`src/rtl/seq_det_pkg.sv`:
```
// Shared constants for the parameterised serial sequence detector.
// Holds PAT_W limits, the default counter width and the overlap mode encodings.
package seq_det_pkg;
  localparam int PAT_W_MIN     = 2;
  localparam int PAT_W_MAX     = 16;
  localparam int CNT_W_DEFAULT = 16;

  typedef enum logic {
    OVL_OFF = 1'b0,
    OVL_ON  = 1'b1
  } ovl_mode_e;
endpackage

```
`src/rtl/seq_det_sat_cnt.sv`:
```
// Saturating up-counter with a synchronous clear that outranks increment.
// Only instantiated by seq_det_param when SEQ_DET_COUNT_EN is defined.
module seq_det_sat_cnt
  import seq_det_pkg::*;
#(
  parameter int CNT_W = CNT_W_DEFAULT
) (
  input  logic             clk,
  input  logic             rst,
  input  logic             clr,
  input  logic             inc,
  output logic [CNT_W-1:0] cnt
);
  logic [CNT_W-1:0] r_cnt;

  always_ff @(posedge clk) begin
    if (rst || clr) begin
      r_cnt <= '0;
    end else if (inc && (r_cnt != '1)) begin
      r_cnt <= r_cnt + CNT_W'(1);
    end
  end

  assign cnt = r_cnt;
endmodule

```
`src/rtl/seq_det_param.sv`:
```
// Serial pattern detector with loadable pattern and overlap/non-overlap modes.
// Define SEQ_DET_COUNT_EN to add the saturating match counter (cnt_clr_i, match_cnt_o).
module seq_det_param
  import seq_det_pkg::*;
#(
  parameter int               PAT_W       = 4,
  parameter logic [PAT_W-1:0] PAT_DEFAULT = 4'b1011,
  parameter int               CNT_W       = CNT_W_DEFAULT
) (
  input  logic             clk,
  input  logic             rst,
  input  logic             d_i,
  input  logic             valid_i,
  input  logic [PAT_W-1:0] pat_i,
  input  logic             pat_load_i,
  input  logic             overlap_i,
`ifdef SEQ_DET_COUNT_EN
  input  logic             cnt_clr_i,
  output logic [CNT_W-1:0] match_cnt_o,
`endif
  output logic             pattern_o
);
  localparam int               FILL_W    = $clog2(PAT_W + 1);
  localparam logic [FILL_W-1:0] FILL_FULL = FILL_W'(PAT_W);

  generate
    if (PAT_W < PAT_W_MIN || PAT_W > PAT_W_MAX) begin : g_bad_pat_w
      $error("seq_det_param: PAT_W outside legal range");
    end
  endgenerate

  logic [PAT_W-1:0]  r_hist;
  logic [PAT_W-1:0]  r_pat;
  logic [FILL_W-1:0] r_fill;
  logic              r_pattern;

  logic [PAT_W-1:0]  w_hist_next;
  logic [FILL_W-1:0] w_fill_next;
  logic              w_match;

  assign w_hist_next = {r_hist[PAT_W-2:0], d_i};
  assign w_fill_next = (r_fill == FILL_FULL) ? FILL_FULL : r_fill + FILL_W'(1);
  // A load cycle never matches: its data bit is discarded.
  assign w_match     = valid_i && !pat_load_i &&
                       (w_fill_next == FILL_FULL) && (w_hist_next == r_pat);

  always_ff @(posedge clk) begin
    if (rst) begin
      r_hist    <= '0;
      r_fill    <= '0;
      r_pat     <= PAT_DEFAULT;
      r_pattern <= 1'b0;
    end else begin
      r_pattern <= w_match;
      if (pat_load_i) begin
        r_pat  <= pat_i;
        r_fill <= '0;
      end else if (valid_i) begin
        r_hist <= w_hist_next;
        // overlap_i only matters on the matching edge.
        if (w_match && (ovl_mode_e'(overlap_i) == OVL_OFF)) begin
          r_fill <= '0;
        end else begin
          r_fill <= w_fill_next;
        end
      end
    end
  end

  assign pattern_o = r_pattern;

`ifdef SEQ_DET_COUNT_EN
  seq_det_sat_cnt #(
    .CNT_W(CNT_W)
  ) u_sat_cnt (
    .clk(clk),
    .rst(rst),
    .clr(cnt_clr_i),
    .inc(w_match),
    .cnt(match_cnt_o)
  );
`endif
endmodule

```
`config.mk`:
```
export PLATFORM = sky130hd
export DESIGN_NAME = seq_det_param
export DESIGN_NICKNAME = d
export VERILOG_FILES = /design/src/rtl/seq_det_pkg.sv /design/src/rtl/seq_det_sat_cnt.sv /design/src/rtl/seq_det_param.sv
export SDC_FILE = /design/constraint.sdc
export NUM_CORES = 1
export LEC_CHECK = 0
export ABC_AREA = 1
export CAP_MARGIN = 30
export CORE_AREA = 8 8 45 47
export CTS_CLUSTER_SIZE = 12
export DETAILED_ROUTE_END_ITERATION = 16
export DIE_AREA = 0 0 53 55
export PLACE_DENSITY = 0.61
export SETUP_SLACK_MARGIN = 0.4
export SLEW_MARGIN = 10
export SYNTH_ARGS = -nofsm -noshare
export SYNTH_HDL_FRONTEND = slang
export SYNTH_HIERARCHICAL = 1
export SYNTH_SLANG_ARGS = --single-unit
```
`constraint.sdc`:
```
create_clock -name clk -period 3.35 [get_ports clk]
set_input_delay 0.335 -clock clk [delete_from_list [all_inputs] [get_ports clk]]
set_output_delay 0.335 -clock clk [all_outputs]
set_load 0.005 [all_outputs]
```
* Word-level counts from Yosys, hierarchy flattened
Cells that the tools add are included. Widths: inputs -> output; s select.
Word-level totals: logic and storage cells 19, input bits 10, output and inout bits 1, bits in registers 11
Operators by class: equality and inequality tests 3, add/sub/neg operators 1, multiplexer cells 2, reduce and logical (&&, ||, !) cells 7, bitwise gates (word level) 2
Operators by type and width (number):
- $eq 3x3->1 const B | 2
- $mux 3 | 2
- $eq 4x4->1 | 1
- $logic_and 1x1->1 | 4
- $add 3x1->3 const B | 1
- $not 1->1 | 2
- $reduce_and 2->1 | 1
- $reduce_or 2->1 | 1
- $logic_not 1->1 | 1

* Logic depth before layout (Yosys ltp)
depth in word-level cells 7, mapped depth 9, depth with buffers taken out 9

* Worst setup path after synthesis
No wires, ideal clock.
path kind register -> register, start point reg r_fill[0], end point reg r_fill[2], path buffers 0, cell stages (with the launch flop) 9, setup time 0.119 ns, data required time 3.231 ns, slack 2.118 ns, period minus slack after synthesis 1.232 ns, arrival 1.113 ns, cells stage by stage dfxtp_1 inv_1 ha_1 nor2_2 nand2_1 nor2_2 nand3_2 nand2_1 a21oi_1
Between the ends: cells in the longest elaborated chain, start to end 7, elaborated cells between the ends (all ways) 8, those cells by class add/sub: 1; eq/ne: 2; mux: 2; reduce/logical: 3
Ends and longest elaborated chain:
- start, declared | line seq_det_param.sv:34 | logic [FILL_W-1:0] r_fill;
- start signal, assigned | line seq_det_param.sv:64 | r_fill <= w_fill_next;
- $add 3x1->3 / $eq 3x3->1 (equally long branches) | line seq_det_param.sv:42 | assign w_fill_next = (r_fill == FILL_FULL) ? FILL_FULL : r_fill + FILL_W'(1);
- $mux 3 * | line seq_det_param.sv:42
- $eq 3x3->1 | line seq_det_param.sv:45 | (w_fill_next == FILL_FULL) && (w_hist_next == r_pat);
- $logic_and 1x1->1 | line seq_det_param.sv:44 | assign w_match = valid_i && !pat_load_i &&
- $logic_and 1x1->1 | line seq_det_param.sv:45
- $logic_and 1x1->1 | line seq_det_param.sv:61 | if (w_match && (ovl_mode_e'(overlap_i) == OVL_OFF)) begin
- $mux 3 * | line seq_det_param.sv:61
Mark *: on every way between the ends. The rest lies on a longest branch, timed or not. A chain may end at the register's enable or synchronous reset.

* Worst setup path in the final report
start point reg r_pattern, in the netlist pattern_o, end point out pattern_o
RTL lines:
- start, declared | line seq_det_param.sv:35 | logic r_pattern;
- start signal, assigned | line seq_det_param.sv:54 | r_pattern <= w_match;
- end, declared | line seq_det_param.sv:21 | output logic pattern_o
No word-level cell between the ends.

==> results_dict.tcl <==
set metrics [dict create \
    status "completed" \
    numCtsBuffers 3 \
    crit_buf_inv 1 \
    syn_area_um2 518 \
    max_stage_delay_ns 0.50 \
    start_util 0.374 \
    p_total_mw 0.270 \
    path_class "flop to output pin" \
    end_kind "output pin" \
    cp_top_family "buffers and inverters" \
    crit_fanout 1 \
    critPathRequiredTime_ns 3.01 \
    avgSynthCellArea_um2 7.19 \
    dp_hpwl_um 827 \
    cts_root_buffer "clkbuf_4" \
    cp.arrival_ns 1.10 \
    relSlewSlack 0.832 \
    ys_ff_latch 11 \
    syn_nets 84 \
    synth_simple_gate_area_share 0.285 \
    cts_resized 0 \
    wl_mm 1.01 \
    cts_htree_levels 1 \
    cp_slowest_cell "clkdlybuf4s50_1" \
    nNetsFinal 99 \
    maxCapViolCount 0 \
    overflow 0 \
    fmax_ghz 0.698 \
    min_path_type "flop to flop" \
    synth_top_family_by_area "simple AND/OR/NAND/NOR gates" \
    timing.rr.start "r_fill[0]" \
    setup_violations 0 \
    synthAdderAreaFrac 0.0483 \
    core-area_um2 1380 \
    ant_nets 0 \
    cts.path.max_buffers 2 \
    drv_slew 0 \
    drtIter0Drc 5 \
    io_buffers 10 \
    synth_compound_area_frac 0.111 \
    drc 0 \
    startpoint_type "flop" \
    dieArea_um2 2920 \
    synth_cells 72 \
    grt_setup_unrepaired "no" \
    die_h_um 55 \
    placed_area_um2 638 \
    ys_async_sr_fraction 0 \
    tritoncts "done" \
    die_w_um 53 \
    grt_pass1_vias 445 \
    synth_edf_count 0 \
    max-vdd-ir-drop_mv 0.241 \
    synth-xor-area-share 0.0507 \
    synthDistinctLibCells 15 \
    crit_path_start "pattern_o" \
    clkLatencyLatePin_ns 0.27 \
    hold_viol 0 \
    first_pass_iters 4 \
    antenna_found_initial 0 \
    cts_setup_buffers 0 \
    yosysSeqAreaShare 0.425 \
    grt_first_pass_wirelength_mm 1.74 \
    tightest_slew_ns 0.251 \
    fin_crit_sh 0.427 \
    vias 460 \
    min_from "r_pat[2]" \
    avgRoutedWirePerCell_um 9.87 \
    layout_commonest_cell "nand2_1" \
    row_count 14 \
    yosys_warnings 6 \
    path_clk_slew_ns 0.07 \
    path_cells "clkdlybuf4s50_1" \
    grtUsageTotal 0.0820 \
    diodes 0 \
    cts_sinks 11 \
    synth-main-ff-cell "dfxtp_1" \
    synthMuxAreaShare 0 \
    area_delta_synth_final_pct 28.5 \
    via_per_inst 4.51 \
    grt_max_degree 8 \
    finalClockSkew_ns 0.00615 \
    p_leak_nw 0.299 \
    drive_gt1_frac 0.105 \
    gp_congestion 0.692 \
    hold_buffers 0 \
    ios 11 \
    final_cell_area_um2 666 \
    power_density_nw_per_um2 405 \
    final_cell_mix "nand2_1, dfxtp_1, inv_1, clkdlybuf4s50_1, nor2_1" \
    layout_min_cycle_time_ns 1.43 \
    finalSetupTns_ns 0 \
]
[synth_stat cells (2+ instances only)]
library cell | n | share of area
nand2_1 | 17 | 0.12
dfxtp_1 | 11 | 0.43
inv_1 | 10 | 0.072
nor2_1 | 8 | 0.058
a21oi_1 | 5 | 0.048
o21ai_0 | 5 | 0.048
nand3_1 | 4 | 0.039
xnor2_1 | 3 | 0.051
ha_1 | 2 | 0.048
nor2_2 | 2 | 0.024
[flip-flops by register name (all words and copies together) (netlist names)]
name,flops
pattern_o,1
r_hist,3
r_pat,4
r_fill,3
[stage by stage]
| stage | worst slack [ns] | cells | utilization | hold WS (ns) |
|---|---|---|---|---|
| global route | 1.83 | 102 | 0.481 | 0.505 |
| CTS | 1.90 | 102 | 0.481 | 0.476 |
| detailed placement | 1.67 | 98 | 0.461 | 0.465 |
| floorplan | 2.12 | 72 | - | 0.407 |
| global placement | 1.70 | 98 | 0.461 | 0.468 |
| finish | 1.92 | 102 | 0.481 | 0.475 |
[cell families after synthesis]
kind of cell / after synthesis
adders and majority gates: 2
DFF: 11
AOI/OAI and AO/OA: 11
and+or+nand+nor: 34
xor gates and xnor gates: 3
buffers and inverters: 11
[final timing paths]
path | end | slack [ns] | cells after the start
worst max register to register | r_fill[2] | 2.04 | 8
worst min-delay path | r_pat[2] | 0.48 | 2
worst min register to register | r_pat[2] | 0.48 | 2
worst max-delay path | pattern_o | 1.92 | 1
[per-layer routing]
metal,wire [um],share of wire,vias to the layer above,track usage
li1,-,-,256,-
met5,0,0,-,0
met3,71,0.071,4,0.0374
met2,460,0.46,11,0.131
met4,19,0.019,0,0.0647
met1,456,0.45,189,0.0822
[report_power, final]
part | internal, mW | switching (mW)
clock | 0.0442 | 0.0441
sequential | 0.138 | 0.00438
combinational | 0.0201 | 0.0193
total | 0.202 | 0.0678
[cell type report]
type,count,area (um2)
flip-flops and latches,11,220
well taps,16,20.0
clock inverters,1,5.00
fillers,148,718
clock buffers,3,22.5
repair buffers,10,100
multi-input cells,50,256
inverters,11,41.3
(Power assumes the default switching activity.)
